===== config.mk =====
export PLATFORM = sky130hd
export DESIGN_NAME = axi_riscv_lrsc_res_table_flat
export DESIGN_NICKNAME = d
export VERILOG_FILES = /design/src/rtl/axi_riscv_lrsc_res_table_if.sv /design/src/rtl/axi_riscv_lrsc_res_table.sv /design/src/flat_wrapper.sv
export SDC_FILE = /design/constraint.sdc
export NUM_CORES = 1
export LEC_CHECK = 0
export BUFFER_PORTS_ARGS = -buffer_cell sky130_fd_sc_hd__buf_2
export CORE_MARGIN = 4
export CORE_UTILIZATION = 55
export CTS_CLUSTER_DIAMETER = 100
export CTS_CLUSTER_SIZE = 8
export DETAILED_ROUTE_END_ITERATION = 8
export PLACE_DENSITY_LB_ADDON = 0.08
export SLEW_MARGIN = 20
export SYNTH_ARGS = -nofsm -noshare
export SYNTH_HDL_FRONTEND = slang
export SYNTH_SLANG_ARGS = --single-unit

===== constraint.sdc =====
create_clock -name clk_i -period 3.6 [get_ports clk_i]
set_input_delay 0.54 -clock clk_i [delete_from_list [all_inputs] [get_ports clk_i]]
set_output_delay 0.54 -clock clk_i [all_outputs]
set_load 0.02 [all_outputs]

===== src/rtl/axi_riscv_lrsc_res_table_if.sv =====
// LR/SC reservation table bus: LR observe, SC check/response, write snoop.
// The table side takes the slave modport.
interface axi_riscv_lrsc_res_table_if #(
    parameter int unsigned AXI_ADDR_WIDTH = 0,
    parameter int unsigned AXI_ID_WIDTH   = 0
);
    logic                      lr_valid_i;
    logic [AXI_ID_WIDTH-1:0]   lr_id_i;
    logic [AXI_ADDR_WIDTH-1:0] lr_addr_i;
    logic                      sc_valid_i;
    logic                      sc_ready_o;
    logic [AXI_ID_WIDTH-1:0]   sc_id_i;
    logic [AXI_ADDR_WIDTH-1:0] sc_addr_i;
    logic                      sc_rsp_valid_o;
    logic                      sc_rsp_ready_i;
    logic                      sc_rsp_ok_o;
    logic                      wr_valid_i;
    logic [AXI_ADDR_WIDTH-1:0] wr_addr_i;

    modport slave (
        input  lr_valid_i, lr_id_i, lr_addr_i,
        input  sc_valid_i, sc_id_i, sc_addr_i,
        output sc_ready_o,
        output sc_rsp_valid_o, sc_rsp_ok_o,
        input  sc_rsp_ready_i,
        input  wr_valid_i, wr_addr_i
    );

    modport master (
        output lr_valid_i, lr_id_i, lr_addr_i,
        output sc_valid_i, sc_id_i, sc_addr_i,
        input  sc_ready_o,
        input  sc_rsp_valid_o, sc_rsp_ok_o,
        output sc_rsp_ready_i,
        output wr_valid_i, wr_addr_i
    );
endinterface


===== src/rtl/axi_riscv_lrsc_res_table.sv =====
// Reservation table for AXI exclusive (LR/SC) accesses with write snooping.
// One slot per id; full table evicts round-robin.
module axi_riscv_lrsc_res_table #(
    parameter longint unsigned ADDR_BEGIN     = 0,
    parameter longint unsigned ADDR_END       = 0,
    parameter int unsigned     AXI_ADDR_WIDTH = 0,
    parameter int unsigned     AXI_ID_WIDTH   = 0,
    parameter int unsigned     NUM_RES        = 4,
    parameter int unsigned     GRAN_BYTES     = 8
) (
    input  logic                             clk_i,
    input  logic                             rst_ni,
    axi_riscv_lrsc_res_table_if.slave        bus,
    output logic [$clog2(NUM_RES+1)-1:0]     occupancy_o
);
    localparam int unsigned AW = AXI_ADDR_WIDTH;
    localparam int unsigned IW = AXI_ID_WIDTH;
    localparam int unsigned GW = $clog2(GRAN_BYTES);
    localparam int unsigned RW = (NUM_RES > 1) ? $clog2(NUM_RES) : 1;
    localparam int unsigned OW = $clog2(NUM_RES + 1);

    typedef logic [AW-1:0] addr_t;
    typedef logic [IW-1:0] id_t;
    typedef logic [RW-1:0] idx_t;

    localparam addr_t BEGIN_A = addr_t'(ADDR_BEGIN);
    localparam addr_t SPAN    = addr_t'(ADDR_END - ADDR_BEGIN);
    localparam idx_t  LAST    = idx_t'(NUM_RES - 1);

    // Single modular compare covers both bounds of the window.
    function automatic logic in_range(addr_t a);
        return addr_t'(a - BEGIN_A) <= SPAN;
    endfunction

    function automatic addr_t gran(addr_t a);
        return a >> GW;
    endfunction

    logic [NUM_RES-1:0] valid_q, valid_d;
    id_t                id_q   [NUM_RES];
    id_t                id_d   [NUM_RES];
    addr_t              gran_q [NUM_RES];
    addr_t              gran_d [NUM_RES];
    idx_t               rr_q, rr_d;
    logic [OW-1:0]      occ_q, occ_d;
    logic               rsp_valid_q, rsp_ok_q;

    logic  sc_ready, sc_acc, sc_match, sc_ok;
    logic  lr_in, lr_hit, free;
    idx_t  lr_idx, free_idx, slot;
    addr_t lr_gran, sc_gran, wr_gran;

    assign sc_ready = !rsp_valid_q || bus.sc_rsp_ready_i;
    assign sc_acc   = bus.sc_valid_i && sc_ready;

    always_comb begin
        lr_in    = bus.lr_valid_i && in_range(bus.lr_addr_i);
        lr_gran  = gran(bus.lr_addr_i);
        sc_gran  = gran(bus.sc_addr_i);
        wr_gran  = gran(bus.wr_addr_i);
        sc_match = 1'b0;
        lr_hit   = 1'b0;
        lr_idx   = '0;
        for (int i = 0; i < NUM_RES; i++) begin
            if (valid_q[i] && id_q[i] == bus.sc_id_i &&
                gran_q[i] == sc_gran)
                sc_match = 1'b1;
            if (valid_q[i] && id_q[i] == bus.lr_id_i) begin
                lr_hit = 1'b1;
                lr_idx = idx_t'(i);
            end
        end
        sc_ok = in_range(bus.sc_addr_i) && sc_match &&
                !(bus.wr_valid_i && wr_gran == sc_gran);

        valid_d = valid_q;
        id_d    = id_q;
        gran_d  = gran_q;
        rr_d    = rr_q;

        // Invalidations first, so an LR in the same cycle ends valid.
        for (int i = 0; i < NUM_RES; i++) begin
            if ((bus.wr_valid_i && gran_q[i] == wr_gran) ||
                (sc_acc && id_q[i] == bus.sc_id_i))
                valid_d[i] = 1'b0;
        end

        free     = 1'b0;
        free_idx = '0;
        for (int i = NUM_RES - 1; i >= 0; i--) begin
            if (!valid_d[i]) begin
                free     = 1'b1;
                free_idx = idx_t'(i);
            end
        end

        slot = rr_q;
        if (lr_hit)
            slot = lr_idx;
        else if (free)
            slot = free_idx;

        if (lr_in) begin
            valid_d[slot] = 1'b1;
            id_d[slot]    = bus.lr_id_i;
            gran_d[slot]  = lr_gran;
            if (!lr_hit && !free)
                rr_d = (rr_q == LAST) ? '0 : rr_q + idx_t'(1);
        end

        occ_d = '0;
        for (int i = 0; i < NUM_RES; i++)
            occ_d = occ_d + OW'(valid_d[i]);
    end

    always_ff @(posedge clk_i or negedge rst_ni) begin
        if (!rst_ni) begin
            valid_q     <= '0;
            rr_q        <= '0;
            occ_q       <= '0;
            rsp_valid_q <= 1'b0;
            rsp_ok_q    <= 1'b0;
            for (int i = 0; i < NUM_RES; i++) begin
                id_q[i]   <= '0;
                gran_q[i] <= '0;
            end
        end else begin
            valid_q <= valid_d;
            id_q    <= id_d;
            gran_q  <= gran_d;
            rr_q    <= rr_d;
            occ_q   <= occ_d;
            if (sc_acc) begin
                rsp_valid_q <= 1'b1;
                rsp_ok_q    <= sc_ok;
            end else if (bus.sc_rsp_ready_i) begin
                rsp_valid_q <= 1'b0;
            end
        end
    end

    assign bus.sc_ready_o     = sc_ready;
    assign bus.sc_rsp_valid_o = rsp_valid_q;
    assign bus.sc_rsp_ok_o    = rsp_ok_q;
    assign occupancy_o        = occ_q;
endmodule

===== src/flat_wrapper.sv =====
// flat-port wrapper written by rule: the top's interface ports become plain ports
module axi_riscv_lrsc_res_table_flat 
#(
    parameter longint unsigned ADDR_BEGIN     = 0,
    parameter longint unsigned ADDR_END       = 0,
    parameter int unsigned     AXI_ADDR_WIDTH = 0,
    parameter int unsigned     AXI_ID_WIDTH   = 0,
    parameter int unsigned     NUM_RES        = 4,
    parameter int unsigned     GRAN_BYTES     = 8
)
  (clk_i, rst_ni, occupancy_o, bus_lr_valid_i, bus_lr_id_i, bus_lr_addr_i, bus_sc_valid_i, bus_sc_id_i, bus_sc_addr_i, bus_sc_ready_o, bus_sc_rsp_valid_o, bus_sc_rsp_ok_o, bus_sc_rsp_ready_i, bus_wr_valid_i, bus_wr_addr_i);
  axi_riscv_lrsc_res_table_if #(.AXI_ADDR_WIDTH(AXI_ADDR_WIDTH), .AXI_ID_WIDTH(AXI_ID_WIDTH)) bus_i ();
  input  logic clk_i;
  input  logic rst_ni;
  output logic [$clog2(NUM_RES+1)-1:0] occupancy_o;
  input wire logic [$bits(bus_i.lr_valid_i)-1:0] bus_lr_valid_i;
  input wire logic [$bits(bus_i.lr_id_i)-1:0] bus_lr_id_i;
  input wire logic [$bits(bus_i.lr_addr_i)-1:0] bus_lr_addr_i;
  input wire logic [$bits(bus_i.sc_valid_i)-1:0] bus_sc_valid_i;
  input wire logic [$bits(bus_i.sc_id_i)-1:0] bus_sc_id_i;
  input wire logic [$bits(bus_i.sc_addr_i)-1:0] bus_sc_addr_i;
  output wire logic [$bits(bus_i.sc_ready_o)-1:0] bus_sc_ready_o;
  output wire logic [$bits(bus_i.sc_rsp_valid_o)-1:0] bus_sc_rsp_valid_o;
  output wire logic [$bits(bus_i.sc_rsp_ok_o)-1:0] bus_sc_rsp_ok_o;
  input wire logic [$bits(bus_i.sc_rsp_ready_i)-1:0] bus_sc_rsp_ready_i;
  input wire logic [$bits(bus_i.wr_valid_i)-1:0] bus_wr_valid_i;
  input wire logic [$bits(bus_i.wr_addr_i)-1:0] bus_wr_addr_i;
  assign bus_i.lr_valid_i = bus_lr_valid_i;
  assign bus_i.lr_id_i = bus_lr_id_i;
  assign bus_i.lr_addr_i = bus_lr_addr_i;
  assign bus_i.sc_valid_i = bus_sc_valid_i;
  assign bus_i.sc_id_i = bus_sc_id_i;
  assign bus_i.sc_addr_i = bus_sc_addr_i;
  assign bus_sc_ready_o = bus_i.sc_ready_o;
  assign bus_sc_rsp_valid_o = bus_i.sc_rsp_valid_o;
  assign bus_sc_rsp_ok_o = bus_i.sc_rsp_ok_o;
  assign bus_i.sc_rsp_ready_i = bus_sc_rsp_ready_i;
  assign bus_i.wr_valid_i = bus_wr_valid_i;
  assign bus_i.wr_addr_i = bus_wr_addr_i;
  axi_riscv_lrsc_res_table #(.ADDR_BEGIN(ADDR_BEGIN), .ADDR_END(ADDR_END), .AXI_ADDR_WIDTH(AXI_ADDR_WIDTH), .AXI_ID_WIDTH(AXI_ID_WIDTH), .NUM_RES(NUM_RES), .GRAN_BYTES(GRAN_BYTES)) u_core (.clk_i(clk_i), .rst_ni(rst_ni), .bus(bus_i), .occupancy_o(occupancy_o));
endmodule

==> results of run 1 <==
-- path summary, 6_finish.rpt --
path	startpoint	endpoint	slack, ps	depth (start not counted)
setup reg to reg	u_core.id_q[3]	u_core.occupancy_o[1]	490	9
min in group clk_i	bus_sc_valid_i	u_core.bus.sc_rsp_valid_o	420	2
hold / removal	rst_ni	u_core.id_q[3]	200	1
hold reg to reg	u_core.gran_q[4]	u_core.gran_q[4]	520	1
max in group asynchronous	rst_ni	u_core.valid_q[0]	3020	1
setup / recovery	u_core.id_q[3]	u_core.occupancy_o[1]	490	9
-- power groups by stage --
stage	Sequential, W	Combinational, W	Clock [W]
6_report	0.000334	0.0000940	0.000128
5_1_grt	0.000337	0.000105	0.000148
4_1_cts	0.000334	0.0000951	0.000133
3_5_place_dp	0.000340	0.0000948	0
3_3_place_gp	0.000340	0.0000912	0
2_1_floorplan	0.000341	0.0000634	0
-- layer usage --
| metal | vias up | wire [µm] | track usage (%) |
|---|---|---|---|
| met5 | - | 0 | 0 |
| met4 | 0 | 36 | 5.83 |
| met3 | 4 | 153 | 2.18 |
| li1 | 488 | - | - |
| met2 | 27 | 1200 | 26.8 |
| met1 | 462 | 1160 | 24.4 |
-- metrics by stage --
step	hold WS [ps]	util [%]	std cells	cell area (µm²)	power, W
after floorplan	244	-	130	1440	0.000405
after global placement	483	62.9	176	1560	0.000431
after detailed placement	485	62.9	176	1560	0.000435
after CTS	215	64.0	180	1590	0.000563
after global routing	221	64.0	180	1590	0.000590
final	203	64.0	180	1590	0.000556
-- worst max-delay path: stages (launching register included) --
cell,delay [ps]
dfrtp_1,440
xor2_1,180
o22ai_1,150
a2111oi_1,530
o41ai_2,130
or2_2,300
o21ai_0,260
ha_1,310
fa_1,420
ha_1,280
-- registers in the layout (all words and copies together) (netlist names) --
signal                     cells
u_core.gran_q                  8
u_core.bus.sc_rsp_valid_o      1
u_core.id_q                    8
u_core.valid_q                 4
u_core.occupancy_o             3
u_core.rr_q                    2
u_core.bus.sc_rsp_ok_o         1
-- layout make-up --
cell class,count,share of cell area (%)
Inverter,5,1.18
Sequential cell,27,42.6
Tap cell,30,2.37
Clock inverter,1,0.316
Clock buffer,3,1.42
Timing Repair Buffer,19,6.00
Multi-Input combinational cell,95,46.1
-- logic make-up after synthesis --
kind of cell    share of synthesized area [%]
flops                                    46.9
simple gates                             18.7
buf+inv                                  2.35
fa+ha+maj                                4.00
compound gates                           10.8
xor+xnor                                 9.73
mux                                      7.56
-- cells in the final DEF, fill, tap and decap left out, types with 3 or more instances in the layout --
cell type	n
dfrtp_1	27
buf_2	19
nor2_1	11
nand3_1	9
xor2_1	8
xnor2_1	8
nor2b_1	6
mux2_1	6
inv_1	5
nand2_1	4
o21ai_0	4
and2_1	3
a21o_1	3
ha_1	3
clkbuf_4	3
==> results by group, run 1 <==
Setup path
  – Critical Path Fanout Max: 3
  – CP Class: flip-flop to flip-flop
  – Endpoint class of the critical path: flip-flop
  – CP Launch Type: flip-flop
  – Crit path DAT: 3330 ps
  – Req. time, crit path: 3810 ps

Yosys
  – Mean Syn Cell Area: 11.1 µm²
  – Share of flip-flops with an asynchronous set or reset: 100%
  – Synth Net Count: 150
  – #FFs+latches synth: 27
  – Cell taking the most area after synthesis: dfrtp_1
  – Top cells by count, synth: dfrtp_1 (27), nor2_1 (11), nand3_1 (9)
  – Synth area leaders: dfrtp_1 (47%), xnor2_1 (4.9%), xor2_1 (4.9%)
  – Primary FF master, synth: dfrtp_1
  – Number of distinct library cells after synthesis: 37
  – Post-Synthesis Cells: 130
  – EDFF count, synth: 0
  – Synth top area share: 46.9%
  – Ys Warns: 0
  – Seq/Total Area, Yosys: 46.9%
  – Most common cell in the netlist: dfrtp_1
  – Cell Area, Synth: 0.00144 mm²

Floorplanning
  – I/O pins: 22
  – Core area: 0.00248 mm²
  – Die W: 59.2 µm
  – Initial core utilization: 58.1%
  – Cell row count: 18
  – Die Y: 59.2 µm
  – Die area: 0.00350 mm²

Clocking
  – Clock root cell: clkbuf_4
  – CTS tree: built
  – CTS max path bufs: 2
  – H-tree depth: 1
  – Post-CTS Resized: 0
  – Postcts setup bufs: 0
  – CTS Sinks: 27
  – Clk Latency, worst-skew pair: 310 ps
  – # hold bufs at CTS: 0
  – Reg clk slew, reported paths: 140 ps
  – CTS buffer count: 3

Power
  – Leak Pwr: 0.796 nW
  – Peak supply drop: 0.212 mV
  – Int Pwr: 0.000404 W
  – Sw power: 0.000152 W
  – Pwr dens: 351 mW/mm²
  – Comb power frac: 16.9%
  – Net Sw Frac: 27.3%
  – Clock Power Share: 22.9%
  – Flop pwr share: 60.1%

STA
  – RSZ-0062 raised after global routing: false
  – Period utilization: 86.5%
  – Final setup fails: 0
  – Worst Skew: 3.88 ps
  – Sum Neg Setup Slack: 0 ps
  – Period minus WS final: 3110 ps
  – Max_slew headroom: 61.1%
  – Fmax: 321 MHz
  – Post-route setup slack: 486 ps
  – Final Hold Fails: 0
  – Worst Tran Pin Value: 583 ps
  – Fin. max-slew vios: 0

Route
  – Post-Route WL: 2.56 mm
  – DR vias/cell: 5.45
  – Pre-antenna DRT Iters: 4
  – Detail Route Antenna Nets: 0
  – DRC: 0
  – DR vias: 981
  – Avg WL per Cell: 14.2 µm
  – Initial DRC count: 36

Global route
  – Largest net degree at the start of global routing: 28
  – All-Layer GR Usage: 17.1%
  – Global route overflow: 0
  – Vias in the first global route: 941
  – Initial antenna violation count: 0
  – First-pass GRT wire length: 4.41 mm

Job
  – Max Cap Violations: 0

Final layout
  – NumNets Final: 171
  – FILL cells: 199
  – Share of layout cells above drive strength 1: 24.7%
  – Multi-input gate area in the final layout: 731 µm²
  – FF/Latch Area: 676 µm²
  – Layout area overhead: 10.1%
  – # diodes: 0

Placement
  – PortBufs: 19
  – Setup slack after placement: 172 ps
  – GP Congestion: 0.834
  – Final HPWL from detailed placement: 2.07 mm

Min path
  – Worst min-delay path class: primary input to asynchronous set/reset pin

Run status
  – Status: finished, final reports clean
Power figures use the tool's default switching activity.
==> run 2, diff against run 1 <==
CORE_MARGIN = 3   (was 4)
REMOVE_ABC_BUFFERS = 1   (was not set)
==> results by group, run 2 (synthesis gave the netlist of run 1 again) <==
Run status
  – Status: finished, final reports clean

Global route
  – Initial antenna violation count: 0 (unchanged)
  – First-pass GRT wire length: 4.77 mm (+8.1%)
  – Largest net degree at the start of global routing: 28 (unchanged)
  – Global route overflow: 0 (unchanged)
  – Vias in the first global route: 1032 (+9.7%)
  – All-Layer GR Usage: 18.8% (+1.7 points)

Route
  – Avg WL per Cell: 15.0 µm (+5.8%)
  – Post-Route WL: 2.67 mm (+4.7%)
  – DRC: 0 (unchanged)
  – Pre-antenna DRT Iters: 4 (unchanged)
  – Detail Route Antenna Nets: 0 (unchanged)
  – Initial DRC count: 44 (+22%)
  – DR vias/cell: 5.65 (+3.7%)
  – DR vias: 1006 (+2.5%)

Setup path
  – CP Launch Type: flip-flop
  – CP Class: flip-flop to flip-flop
  – Endpoint class of the critical path: flip-flop
  – Critical Path Fanout Max: 3 (unchanged)
  – Req. time, crit path: 3830 ps (+20 ps)
  – Crit path DAT: 3380 ps (+50 ps)

Floorplanning
  – Initial core utilization: 61.6% (+3.4 points)
  – I/O pins: 22 (unchanged)
  – Die W: 57.2 µm (-3.4%)
  – Cell row count: 17 (-1)
  – Die Y: 57.2 µm (-3.4%)
  – Core area: 0.00234 mm² (-5.6%)
  – Die area: 0.00327 mm² (-6.6%)

STA
  – Final setup fails: 0 (unchanged)
  – Final Hold Fails: 0 (unchanged)
  – Sum Neg Setup Slack: 0 ps (unchanged)
  – Worst Skew: 4.45 ps (+0.568 ps)
  – RSZ-0062 raised after global routing: false
  – Period minus WS final: 3140 ps (+28.2 ps)
  – Max_slew headroom: 59.5% (-1.7 points)
  – Period utilization: 87.3% (+0.78 points)
  – Fmax: 318 MHz (-0.90%)
  – Worst Tran Pin Value: 608 ps (+24.8 ps)
  – Fin. max-slew vios: 0 (unchanged)

Clocking
  – Post-CTS Resized: 0 (unchanged)
  – CTS Sinks: 27 (unchanged)
  – Clk Latency, worst-skew pair: 330 ps (+20 ps)
  – Postcts setup bufs: 0 (unchanged)
  – # hold bufs at CTS: 0 (unchanged)
  – CTS tree: built
  – Reg clk slew, reported paths: 150 ps (about the same)
  – CTS max path bufs: 2 (unchanged)
  – CTS buffer count: 3 (unchanged)
  – H-tree depth: 1 (unchanged)
  – Clock root cell: clkbuf_4

Final layout
  – Most common cell after layout, fill and taps aside: dfrtp_1
  – Share of layout cells above drive strength 1: 24.7% (unchanged)
  – Multi-input gate area in the final layout: 731 µm² (unchanged)
  – FF/Latch Area: 676 µm² (unchanged)
  – # diodes: 0 (unchanged)
  – Most frequent cells in the layout: dfrtp_1 (27), buf_2 (19), nor2_1 (11)
  – Final core utilization: 67.8% (+3.8 points)
  – Layout area overhead: 10.1% (unchanged)
  – FILL cells: 194 (-2.5%)
  – NumNets Final: 171 (unchanged)
  – Biggest registers after layout: u_core.gran_q: 8 flops, u_core.id_q: 8 flops, u_core.valid_q: 4 flops
  – Non-Filler Instances: 178 (-1.1%)

Placement
  – GP Congestion: 0.822 (-1.4%)
  – Placed cells: 174 (-1.1%)
  – Final HPWL from detailed placement: 2.11 mm (+1.9%)
  – PortBufs: 19 (unchanged)

Power
  – Pwr dens: 358 mW/mm² (+2.0%)
  – Peak supply drop: 0.295 mV (+39%)
  – Leak Pwr: 0.792 nW (-0.47%)

Min path
  – Worst min-delay path class: primary input to asynchronous set/reset pin

Job
  – Max Cap Violations: 0 (unchanged)
## run 2: layout make-up
cell class / count / share of cell area [%]
clock inverter: 1 / 0.474
multi-input combinational: 95 / 46.1
tap: 28 / 2.21
timing repair buffer: 19 / 6.00
sequential: 27 / 42.6
inverter: 5 / 1.18
clock buffer: 3 / 1.42
## run 2: metal layers
metal | global-route usage [%] | share of wire (%)
met3 | 2.04 | 3.0
met4 | 6.29 | 1.3
met2 | 29.4 | 47
met5 | 0 | 0
met1 | 27.3 | 48
## run 2: metrics by stage
step | setup WS (ps) | cell area, µm² | hold WS, ps | total power, W
after global placement | 200 | 1560 | 483 | 0.000432
after detailed placement | 187 | 1560 | 484 | 0.000435
final | 458 | 1590 | 193 | 0.000567
after floorplan | 456 | 1430 | 244 | 0.000401
after CTS | 492 | 1590 | 195 | 0.000571
after global routing | 152 | 1590 | 213 | 0.000595
## run 2: worst paths after layout
kind | startpoint | to | slack (ps) | cells past startpoint
min | rst_ni | u_core.rr_q[0] | 190 | 1
max in group asynchronous | rst_ni | u_core.id_q[5] | 3020 | 1
min in group clk_i | bus_sc_valid_i | u_core.bus.sc_rsp_valid_o | 390 | 2
max reg2reg | u_core.id_q[3] | u_core.occupancy_o[1] | 460 | 9
min reg2reg | u_core.gran_q[7] | u_core.gran_q[7] | 520 | 1
max | u_core.id_q[3] | u_core.occupancy_o[1] | 460 | 9
## run 2: worst max-delay path, stage by stage (launching register included)
cell and delay (ps):
dfrtp_1 440, xor2_1 190, o22ai_1 160, a2111oi_1 550
o41ai_2 130, or2_2 300, o21ai_0 260, ha_1 320
fa_1 420, ha_1 270
## run 2: power by group
| group | total, W | switching, W | internal, W |
|---|---|---|---|
| clock network | 0.000137 | 0.0000948 | 0.0000425 |
| logic | 0.0000942 | 0.0000513 | 0.0000428 |
| registers | 0.000335 | 0.0000161 | 0.000319 |
==> run 3, diff against run 2 <==
CORE_MARGIN = 5   (was 3)
==> results by group, run 3 (synthesis gave the netlist of run 1 again) <==
Global route
  – Vias in the first global route: 993 (-3.8%)
  – Global route overflow: 0 (unchanged)
  – Initial antenna violation count: 0 (unchanged)
  – Largest net degree at the start of global routing: 28 (unchanged)
  – First-pass GRT wire length: 4.48 mm (-6.1%)
  – All-Layer GR Usage: 16.3% (-2.5 points)

STA
  – Fin. max-slew vios: 0 (unchanged)
  – Sum Neg Setup Slack: 0 ps (unchanged)
  – RSZ-0062 raised after global routing: false
  – Worst Tran Pin Value: 591 ps (-17.0 ps)
  – Final Hold Fails: 0 (unchanged)
  – Fmax: 322 MHz (+1.3%)
  – Max_slew headroom: 60.6% (+1.1 points)
  – Final setup fails: 0 (unchanged)
  – Period minus WS final: 3100 ps (-39.2 ps)
  – Worst Skew: 2.03 ps (-2.42 ps)
  – Period utilization: 86.2% (-1.1 points)

Run status
  – Status: finished, final reports clean

Route
  – Post-Route WL: 2.62 mm (-1.9%)
  – Detail Route Antenna Nets: 0 (unchanged)
  – Initial DRC count: 22 (-50%)
  – DR vias: 986 (-2.0%)
  – DR vias/cell: 5.48 (-3.1%)
  – Pre-antenna DRT Iters: 4 (unchanged)
  – Avg WL per Cell: 14.6 µm (-3.0%)
  – DRC: 0 (unchanged)

Power
  – Leak Pwr: 0.793 nW (+0.13%)
  – Peak supply drop: 0.216 mV (-27%)
  – Pwr dens: 352 mW/mm² (-1.6%)

Setup path
  – Crit path DAT: 3330 ps (-50 ps)
  – CP Class: flip-flop to flip-flop
  – CP Launch Type: flip-flop
  – Critical Path Fanout Max: 8 (+5)
  – Worst path slowest cell: fa_1
  – Req. time, crit path: 3830 ps (about the same)
  – Endpoint class of the critical path: flip-flop
  – Slowest stage delay, CP: 440 ps (-110 ps)
  – Cell Chain, Critical Path: nand2b_4 -> and2_1 -> a221o_1 -> a21o_1 -> a221oi_4 -> nand2_2 -> nand2_1 -> ha_1 -> fa_1 -> ha_1
  – CP most frequent cell: ha_1

Placement
  – PortBufs: 19 (unchanged)
  – Placed cells: 176 (+1.1%)
  – GP Congestion: 0.873 (+6.1%)
  – Final HPWL from detailed placement: 2.08 mm (-1.2%)

Floorplanning
  – Die Y: 61.2 µm (+7.0%)
  – Core area: 0.00250 mm² (+6.8%)
  – I/O pins: 22 (unchanged)
  – Die W: 61.2 µm (+7.0%)
  – Initial core utilization: 57.6% (-3.9 points)
  – Die area: 0.00374 mm² (+14%)
  – Cell row count: 18 (+1)

Min path
  – Worst min-delay path class: primary input to asynchronous set/reset pin

Job
  – Max Cap Violations: 0 (unchanged)

Clocking
  – CTS max path bufs: 2 (unchanged)
  – Post-CTS Resized: 0 (unchanged)
  – H-tree depth: 1 (unchanged)
  – Clk Latency, worst-skew pair: 320 ps (about the same)
  – CTS buffer count: 3 (unchanged)
  – Clock root cell: clkbuf_4
  – CTS tree: built
  – # hold bufs at CTS: 0 (unchanged)
  – Postcts setup bufs: 0 (unchanged)
  – Reg clk slew, reported paths: 140 ps (about the same)
  – CTS Sinks: 27 (unchanged)

Final layout
  – Layout area overhead: 9.99% (about the same)
  – NumNets Final: 171 (unchanged)
  – Most frequent cells in the layout: dfrtp_1 (27), buf_2 (19), nor2_1 (11)
  – Non-Filler Instances: 180 (+1.1%)
  – Share of layout cells above drive strength 1: 24.0% (-0.67 points)
  – # diodes: 0 (unchanged)
  – Biggest registers after layout: u_core.gran_q: 8 flops, u_core.id_q: 8 flops, u_core.valid_q: 4 flops
  – Most common cell after layout, fill and taps aside: dfrtp_1
## run 3: cell count changes in the layout (fill, tap and decap cells not counted)
cell,before,now
clkbuf_1,0,1
clkinvlp_4,1,0
## run 3: power breakdown
| group | internal [W] | switching (W) | total (W) |
|---|---|---|---|
| clock network | 0.0000434 | 0.0000869 | 0.000130 |
| registers | 0.000319 | 0.0000152 | 0.000335 |
| logic | 0.0000429 | 0.0000497 | 0.0000926 |
## run 3: layer usage
layer	track usage [%]	part of all wire, %	up-vias
met5	0	0	-
met1	22.0	45	473
met4	4.64	0.65	0
li1	-	-	486
met3	2.52	4.8	2
met2	27.0	50	25
## run 3: cell type report
cell class              count  area, µm²
fillers                   196        916
multi-input cells          95        731
flip-flops and latches     27        676
repair buffers             19       95.1
well taps                  30       37.5
clock buffers               4       26.3
inverters                   5       18.8
## run 3: worst paths after layout
| check | from | endpoint | slack, ps | cells past startpoint |
|---|---|---|---|---|
| worst max-delay path | u_core.bus.sc_rsp_valid_o | u_core.occupancy_o[1] | 500 | 10 |
| worst min-delay path | rst_ni | u_core.id_q[3] | 200 | 1 |
| worst max register to register | u_core.bus.sc_rsp_valid_o | u_core.occupancy_o[1] | 500 | 10 |
| worst min register to register | u_core.gran_q[6] | u_core.gran_q[6] | 520 | 1 |
| max in group asynchronous | rst_ni | u_core.rr_q[0] | 3020 | 1 |
| min in group clk_i | bus_sc_valid_i | u_core.bus.sc_rsp_valid_o | 410 | 2 |
## run 3: stage by stage
stage	total power, W	worst slack [ps]	instance area, µm²	util [%]	hold WS [ps]
2_1_floorplan	0.000401	456	1430	-	244
3_3_place_gp	0.000430	220	1560	62.3	484
3_5_place_dp	0.000434	161	1560	62.3	489
4_1_cts	0.000561	482	1580	63.4	223
5_1_grt	0.000588	316	1580	63.4	226
6_report	0.000557	497	1580	63.4	196
## run 3: critical path: cells and delay by family (launching register included)
kind / cells / cell delay, ps
flops: 1 / 410
fa+ha+maj: 3 / 980
simple gates: 4 / 570
compound gates: 3 / 1040
